<file path="config.mk">
export PLATFORM = sky130hd
export DESIGN_NAME = uart_rx_core
export DESIGN_NICKNAME = d
export VERILOG_FILES = /design/src/rtl/uart_pkg.sv /design/src/rtl/uart_rx_fifo.sv /design/src/rtl/uart_rx_core.sv
export SDC_FILE = /design/constraint.sdc
export NUM_CORES = 1
export LEC_CHECK = 0
export ABC_AREA = 1
export BUFFER_PORTS_ARGS = -buffer_cell sky130_fd_sc_hd__buf_4
export CORE_ASPECT_RATIO = 1.2
export CORE_MARGIN = 8
export CORE_UTILIZATION = 32
export CTS_CLUSTER_DIAMETER = 80
export DETAILED_ROUTE_END_ITERATION = 8
export GPL_ROUTABILITY_DRIVEN = 0
export PLACE_DENSITY_LB_ADDON = 0.05
export SLEW_MARGIN = 25
export SYNTH_ARGS = -nofsm -noshare
export SYNTH_HDL_FRONTEND = slang
export SYNTH_SLANG_ARGS = --single-unit
</file>
<file path="constraint.sdc">
create_clock -name clk -period 2.8 [get_ports clk]
set_input_delay 0.14 -clock clk [delete_from_list [all_inputs] [get_ports clk]]
set_output_delay 0.14 -clock clk [all_outputs]
set_load 0.02 [all_outputs]
</file>
<file path="src/rtl/uart_pkg.sv">
`timescale 1ns/1ps
// Shared types for the UART receive path: FSM states, word-length codes
// and the per-entry receive record stored in the FIFO.
package uart_pkg;

    typedef enum logic [2:0] {
        ST_IDLE,
        ST_START,
        ST_DATA,
        ST_PARITY,
        ST_STOP1,
        ST_STOP2,
        ST_BRKWAIT
    } rx_state_t;

    localparam logic [1:0] WLEN_5 = 2'd0;
    localparam logic [1:0] WLEN_6 = 2'd1;
    localparam logic [1:0] WLEN_7 = 2'd2;
    localparam logic [1:0] WLEN_8 = 2'd3;

    typedef struct packed {
        logic       brk;
        logic       ferr;
        logic       perr;
        logic [7:0] data;
    } rx_entry_t;

    function automatic logic [3:0] data_bits(input logic [1:0] wlen);
        case (wlen)
            WLEN_5:  return 4'd5;
            WLEN_6:  return 4'd6;
            WLEN_7:  return 4'd7;
            WLEN_8:  return 4'd8;
            default: return 4'd8;
        endcase
    endfunction

endpackage

</file>
<file path="src/rtl/uart_rx_fifo.sv">
`timescale 1ns/1ps
// Show-ahead receive FIFO of rx_entry_t. With UART_RX_FIFO_EN defined it holds
// DEPTH entries; otherwise it collapses to a single holding register.
module uart_rx_fifo
    import uart_pkg::*;
#(
    parameter int DEPTH = 16,
`ifdef UART_RX_FIFO_EN
    localparam int CW = $clog2(DEPTH + 1)
`else
    localparam int CW = 1
`endif
) (
    input  logic          clk,
    input  logic          rst,
    input  logic          push,
    input  rx_entry_t     entry_in,
    input  logic          pop,
    output rx_entry_t     head,
    output logic          full,
    output logic          empty,
    output logic [CW-1:0] count
);

    logic do_pop;
    logic do_push;

    assign do_pop  = pop & ~empty;
    // A pop in the same cycle frees the slot, so a full FIFO still accepts.
    assign do_push = push & (~full | do_pop);

`ifdef UART_RX_FIFO_EN
    localparam int AW = $clog2(DEPTH);

    rx_entry_t       mem [DEPTH];
    logic [AW-1:0]   wr_ptr;
    logic [AW-1:0]   rd_ptr;
    logic [CW-1:0]   cnt;

    assign empty = (cnt == '0);
    assign full  = (cnt == CW'(DEPTH));
    assign count = cnt;
    assign head  = empty ? '0 : mem[rd_ptr];

    always_ff @(posedge clk) begin
        if (rst) begin
            wr_ptr <= '0;
            rd_ptr <= '0;
            cnt    <= '0;
        end else begin
            if (do_push) wr_ptr <= wr_ptr + AW'(1);
            if (do_pop)  rd_ptr <= rd_ptr + AW'(1);
            case ({do_push, do_pop})
                2'b10:   cnt <= cnt + CW'(1);
                2'b01:   cnt <= cnt - CW'(1);
                default: cnt <= cnt;
            endcase
        end
    end

    // NOTE: the storage array has no reset; its contents are never visible
    // while empty, so clearing it would only cost flops and reset routing.
    always_ff @(posedge clk) begin
        if (do_push) mem[wr_ptr] <= entry_in;
    end
`else
    rx_entry_t hold;
    logic      valid;

    assign empty = ~valid;
    assign full  = valid;
    assign count = valid;
    assign head  = valid ? hold : '0;

    always_ff @(posedge clk) begin
        if (rst) begin
            hold  <= '0;
            valid <= 1'b0;
        end else begin
            if (do_push) hold <= entry_in;
            if (do_push)     valid <= 1'b1;
            else if (do_pop) valid <= 1'b0;
        end
    end
`endif

endmodule

</file>
<file path="src/rtl/uart_rx_core.sv">
`timescale 1ns/1ps
// UART receive core: synchroniser, mid-bit sampling FSM and receive FIFO.
// Define UART_RX_FIFO_EN for a DEPTH-entry FIFO; otherwise a single holding register.
module uart_rx_core
    import uart_pkg::*;
#(
    parameter int DEPTH = 16,
    parameter int K_W   = 19,
`ifdef UART_RX_FIFO_EN
    localparam int CW = $clog2(DEPTH + 1)
`else
    localparam int CW = 1
`endif
) (
    input  logic           clk,
    input  logic           rst,
    input  logic           rx,
    input  logic [K_W-1:0] k,
    input  logic [1:0]     wlen,
    input  logic           pen,
    input  logic           even,
    input  logic           two_stop,
    input  logic           rd,
    input  logic           clr,
    output logic [7:0]     data,
    output logic           RXRDY,
    output logic           PERR,
    output logic           FERR,
    output logic           BRK,
    output logic           OVF,
    output logic [CW-1:0]  count
);

    logic           rx_meta, rxs, rxs_d;
    rx_state_t      state, state_next;
    logic [K_W-1:0] btc;
    logic           strobe, last_data, finish;
    logic [2:0]     bit_idx;
    logic [7:0]     shreg;
    logic           par_q, stop_bad, all_zero;
    rx_entry_t      entry_next, entry_q, head;
    logic           push_q, fifo_full, fifo_empty, ovf_set;

    // NOTE: sequential state is updated with non-blocking assignments so every
    // flop samples pre-edge values regardless of statement order.
    always_ff @(posedge clk) begin
        if (rst) begin
            {rx_meta, rxs, rxs_d} <= 3'b111;
            state                 <= ST_IDLE;
        end else begin
            rx_meta <= rx;
            rxs     <= rx_meta;
            rxs_d   <= rxs;
            state   <= state_next;
        end
    end

    // The start bit is checked at half a bit time; every later bit one full period on.
    assign strobe    = (state == ST_START) ? (btc == (k >> 1) - K_W'(1))
                                           : (btc == k - K_W'(1));
    assign last_data = ({1'b0, bit_idx} == data_bits(wlen) - 4'd1);

    // NOTE: every combinational output gets a default first so no path leaves
    // it unassigned, which would otherwise infer a latch.
    always_comb begin
        state_next      = state;
        finish          = 1'b0;
        entry_next.data = shreg;
        entry_next.brk  = all_zero & ~rxs;
        entry_next.ferr = stop_bad | ~rxs;
        entry_next.perr = pen & (^shreg ^ par_q ^ ~even);
        case (state)
            ST_IDLE:   if (rxs_d & ~rxs) state_next = ST_START;
            ST_START:  if (strobe) state_next = rxs ? ST_IDLE : ST_DATA;
            ST_DATA:   if (strobe && last_data) state_next = pen ? ST_PARITY : ST_STOP1;
            ST_PARITY: if (strobe) state_next = ST_STOP1;
            ST_STOP1, ST_STOP2: begin
                if (strobe) begin
                    if (state == ST_STOP1 && two_stop) begin
                        state_next = ST_STOP2;
                    end else begin
                        finish     = 1'b1;
                        state_next = entry_next.brk ? ST_BRKWAIT : ST_IDLE;
                    end
                end
            end
            ST_BRKWAIT: if (rxs) state_next = ST_IDLE;
            default:    state_next = ST_IDLE;
        endcase
    end

    always_ff @(posedge clk) begin
        if (rst) begin
            btc      <= '0;
            bit_idx  <= '0;
            shreg    <= '0;
            par_q    <= 1'b0;
            stop_bad <= 1'b0;
            all_zero <= 1'b1;
            push_q   <= 1'b0;
            entry_q  <= '0;
        end else begin
            push_q <= finish;
            if (finish) entry_q <= entry_next;

            if (state == ST_IDLE || state == ST_BRKWAIT || strobe) btc <= '0;
            else                                                    btc <= btc + K_W'(1);

            if (state == ST_IDLE) begin
                bit_idx  <= '0;
                shreg    <= '0;
                par_q    <= 1'b0;
                stop_bad <= 1'b0;
                all_zero <= 1'b1;
            end else if (strobe) begin
                case (state)
                    ST_DATA: begin
                        shreg[bit_idx] <= rxs;
                        bit_idx        <= bit_idx + 3'd1;
                        all_zero       <= all_zero & ~rxs;
                    end
                    ST_PARITY: begin
                        par_q    <= rxs;
                        all_zero <= all_zero & ~rxs;
                    end
                    ST_STOP1: begin
                        stop_bad <= ~rxs;
                        all_zero <= all_zero & ~rxs;
                    end
                    default: ;
                endcase
            end
        end
    end

    uart_rx_fifo #(.DEPTH(DEPTH)) u_fifo (
        .clk      (clk),
        .rst      (rst),
        .push     (push_q),
        .entry_in (entry_q),
        .pop      (rd),
        .head     (head),
        .full     (fifo_full),
        .empty    (fifo_empty),
        .count    (count)
    );

    assign ovf_set = push_q & fifo_full & ~(rd & ~fifo_empty);

    always_ff @(posedge clk) begin
        if (rst)          OVF <= 1'b0;
        else if (ovf_set) OVF <= 1'b1;
        else if (clr)     OVF <= 1'b0;
    end

    assign data  = head.data;
    assign PERR  = head.perr;
    assign FERR  = head.ferr;
    assign BRK   = head.brk;
    assign RXRDY = ~fifo_empty;

endmodule

</file>
==> run_results.csv <==
group,metric,value,unit
logic_synthesis,syn-num-nets,720,
logic_synthesis,async_flop_share,0,%
route,drc_errors,0,
placement,dp.cells,932,
floorplan,die_area,17500,sq um
sta,fmax,347,MHz
hold_path,hp-class,"in -> reg",
logic_synthesis,yosysTopAreaCellShare,29.6,%
logic_synthesis,synth_warnings,0,
sta,maxSlewViolCount,0,
sta,hold_viol,0,
clock_tree,cts_htree_levels,3,
setup_path,cpMaxStageDelayCell,"dfxtp_2",
floorplan,core_area,13200,sq um
route,vias,4458,
logic_synthesis,syn_area_per_cell,6.30,sq um
sta,timing.final.crit_period,2.88,ns
global_route,grt_max_degree,22,
floorplan,io_pins,43,
final_layout,antennaDiodeCount,0,
sta,finalClockSkew,0.00561,ns
logic_synthesis,synth_edf_count,0,
logic_synthesis,synth_area,4320,sq um
floorplan,initial_core_util,32.6,%
clock_tree,clock_path_buffers,2,
setup_path,critical_path.cell_chain,"nor2_4 -> nand2_4 -> nand2_2 -> nand2_2 -> inv_2 -> ha_4 -> xor2_1 -> nand2_1 -> nor2_1 -> nand2_1 -> nor2_1 -> nand2_1 -> nor2_1 -> nand2_1 -> nor2_4 -> nand3_4 -> buf_6 -> nor2_4 -> nand2_2 -> nor2_1 -> o21ai_1 -> nor2_1",
placement,port_buffers,42,
setup_path,crit_path_max_incr_delay,0.33,ns
logic_synthesis,synth_top_cell_by_area,"dfxtp_1",
final_layout,syn_to_final_growth,33.6,%
route,first_pass_iters,4,
logic_synthesis,synthTopCellsByCount,"nand2_1 (180), inv_1 (101), nor2_1 (91), dfxtp_1 (64), nand3_1 (58)",
sta,setup-tns-final,-0.651,ns
run_status,violations,"negative setup slack",
final_layout,layout.nets,818,
power_and_ir_drop,irDropWorstVdd,271,uV
setup_path,crit_fanout,5,
setup_path,cpMostUsedCell,"nor2_1",
sta,whs,0.0433,ns
logic_synthesis,synth_most_common_cell,"nand2_1",
route,final_antenna_net_count,0,
route,drt-initial-drc-count,183,
setup_path,worst_ep_arrival_time,3.17,ns
final_layout,layout-drive-gt1-share,26.5,%
power_and_ir_drop,leakage,2.68,nW
logic_synthesis,synth.distinct_cells,37,
sta,relSlewSlack,66.2,%
sta,rsz0062_at_grt,"true",
clock_tree,clock_latency,0.34,ns
floorplan,fp.dieH,143,microns
logic_synthesis,synth_seq_cells,64,
global_route,grt_pass1_wl,20700,microns
clock_tree,cts.sinks,64,
route,via_per_inst,4.66,
run_status,status,"finished with violations",
logic_synthesis,synth_area_leaders,"dfxtp_1 (30%), nand2_1 (16%), inv_1 (8.8%), nor2_1 (7.9%), nand3_1 (6.7%)",
setup_path,cp.required,3.08,ns
floorplan,die_x,122,microns
sta,setup_slack,-0.0843,ns
floorplan,fp-row-count,46,
power_and_ir_drop,power.density,619,nW/um^2
global_route,first_global_vias,4445,
job,cap_violations,0,
clock_tree,cts_tree,"done",
logic_synthesis,seq_area_frac_synth,29.6,%
global_route,grtUsageTotal,14.8,%
setup_path,cp-start-kind,"register",
clock_tree,cts-root-buf,"clkbuf_16",
setup_path,path_class,"reg -> reg",
clock_tree,path_clk_slew,0.06,ns
placement,post-dp-hpwl,9580,microns
global_route,antenna_found_initial,0,
global_route,gr-total-overflow,0,
sta,worstMarginPinSlew,0.506,ns
sta,post-route-period-util,103,%
route,post_drt_wl_per_cell,12.7,microns
clock_tree,cts_buffers,9,
final_layout,fin_cells,957,
sta,setup_violations,12,
logic_synthesis,ys.flop_type,"dfxtp_1",
logic_synthesis,netlist_instances,686,
route,routed_wl,12100,microns
setup_path,crit_path_end_kind,"register",
==> registers in the layout (all words and copies together) (netlist names) <==
signal,cells
shreg,8
stop_bad,1
u_fifo.hold,11
rxs_d,1
u_fifo.count,1
entry_q,11
par_q,1
bit_idx,3
push_q,1
rx_meta,1
state,3
OVF,1
btc,19
all_zero,1
rxs,1
==> worst paths after layout <==
kind | start | to | slack [ns] | cells after the start
worst max-delay path | state[2]$_SDFFE_PP0P_ | shreg[1]$_SDFFE_PP0P_ | -0.08 | 22
worst min-delay path | clr | OVF$_SDFFE_PP0P_ | 0.04 | 4
worst max register to register | state[2]$_SDFFE_PP0P_ | shreg[1]$_SDFFE_PP0P_ | -0.08 | 22
worst min register to register | rx_meta$_SDFF_PP1_ | rxs$_SDFF_PP1_ | 0.42 | 1
==> cell families after synthesis <==
family | Yosys count | synth area share [%]
buffers and inverters | 124 | 12.0
DFF | 64 | 29.6
adders and majority gates | 5 | 1.45
AOI/OAI and AO/OA | 69 | 10.2
xor gates and xnor gates | 22 | 4.46
and+or+nand+nor | 402 | 42.3
==> layout make-up <==
cell class | instances | area (sq um)
fillers | 1450 | 7460
flip-flops and latches | 64 | 1280
well taps | 168 | 210
clock inverters | 7 | 47.5
inverters | 104 | 390
clock buffers | 9 | 225
multi-input cells | 498 | 2750
repair buffers | 107 | 865
==> power by group <==
part / internal [mW] / leakage, nW / switching, mW
Sequential: 0.937 / 0.518 / 0.0312
Clock: 0.598 / 0.132 / 0.456
Combinational: 0.626 / 2.03 / 0.924
==> layer usage <==
layer / wire, microns / global-route usage (%)
met1: 5170 / 16.4
met2: 6330 / 26.8
met3: 362 / 2.55
met4: 265 / 6.75
met5: 0 / 0
==> layout by cell type (no fill, tap or decap), drive strengths merged <==
master	synthesis	final
clkbuf	5	9
buf	15	106
xor2	17	17
a31oi	1	1
dfxtp	64	64
clkinvlp	0	2
a211oi	11	11
and3	3	3
dlygate4sd3	0	1
a21oi	22	22
xnor2	5	5
o221ai	1	1
a22oi	1	1
ha	5	5
clkinv	0	4
o21bai	2	2
nand3b	5	5
nor2	105	105
or2	3	3
nand2	189	189
inv	104	105
nand3	62	62
o21ai	30	30
nor3b	8	8
o2111ai	1	1
nand4	9	9
nor3	18	18
==> critical path, delay by kind of cell, from the launching register on <==
| family | cells | cell delay (ns) |
|---|---|---|
| flops | 1 | 0.33 |
| xor+xnor | 1 | 0.13 |
| simple gates | 17 | 1.86 |
| buf+inv | 2 | 0.23 |
| compound gates | 1 | 0.06 |
| fa+ha+maj | 1 | 0.20 |
==> through the flow <==
step	total power [mW]	cell area, sq um	setup slack (ns)	utilization [%]
after floorplan	1.90	4320	0.0303	-
after detailed placement	2.41	5170	-0.0876	39.0
after CTS	3.53	5520	-0.00836	41.7
after global routing	3.85	5780	-0.331	43.6
final	3.57	5780	-0.0843	43.6
after global placement	2.40	5170	-0.0431	39.0
==> what timing repair did <==
action,in CTS,in global routing
gates cloned,0,1
hold buffers,1,0
resized for setup,13,64
setup endpoints to repair,20,48
endpoints found under the hold margin,1,0
pin swaps,6,21
setup buffers,3,4
(Power assumes the default switching activity.)
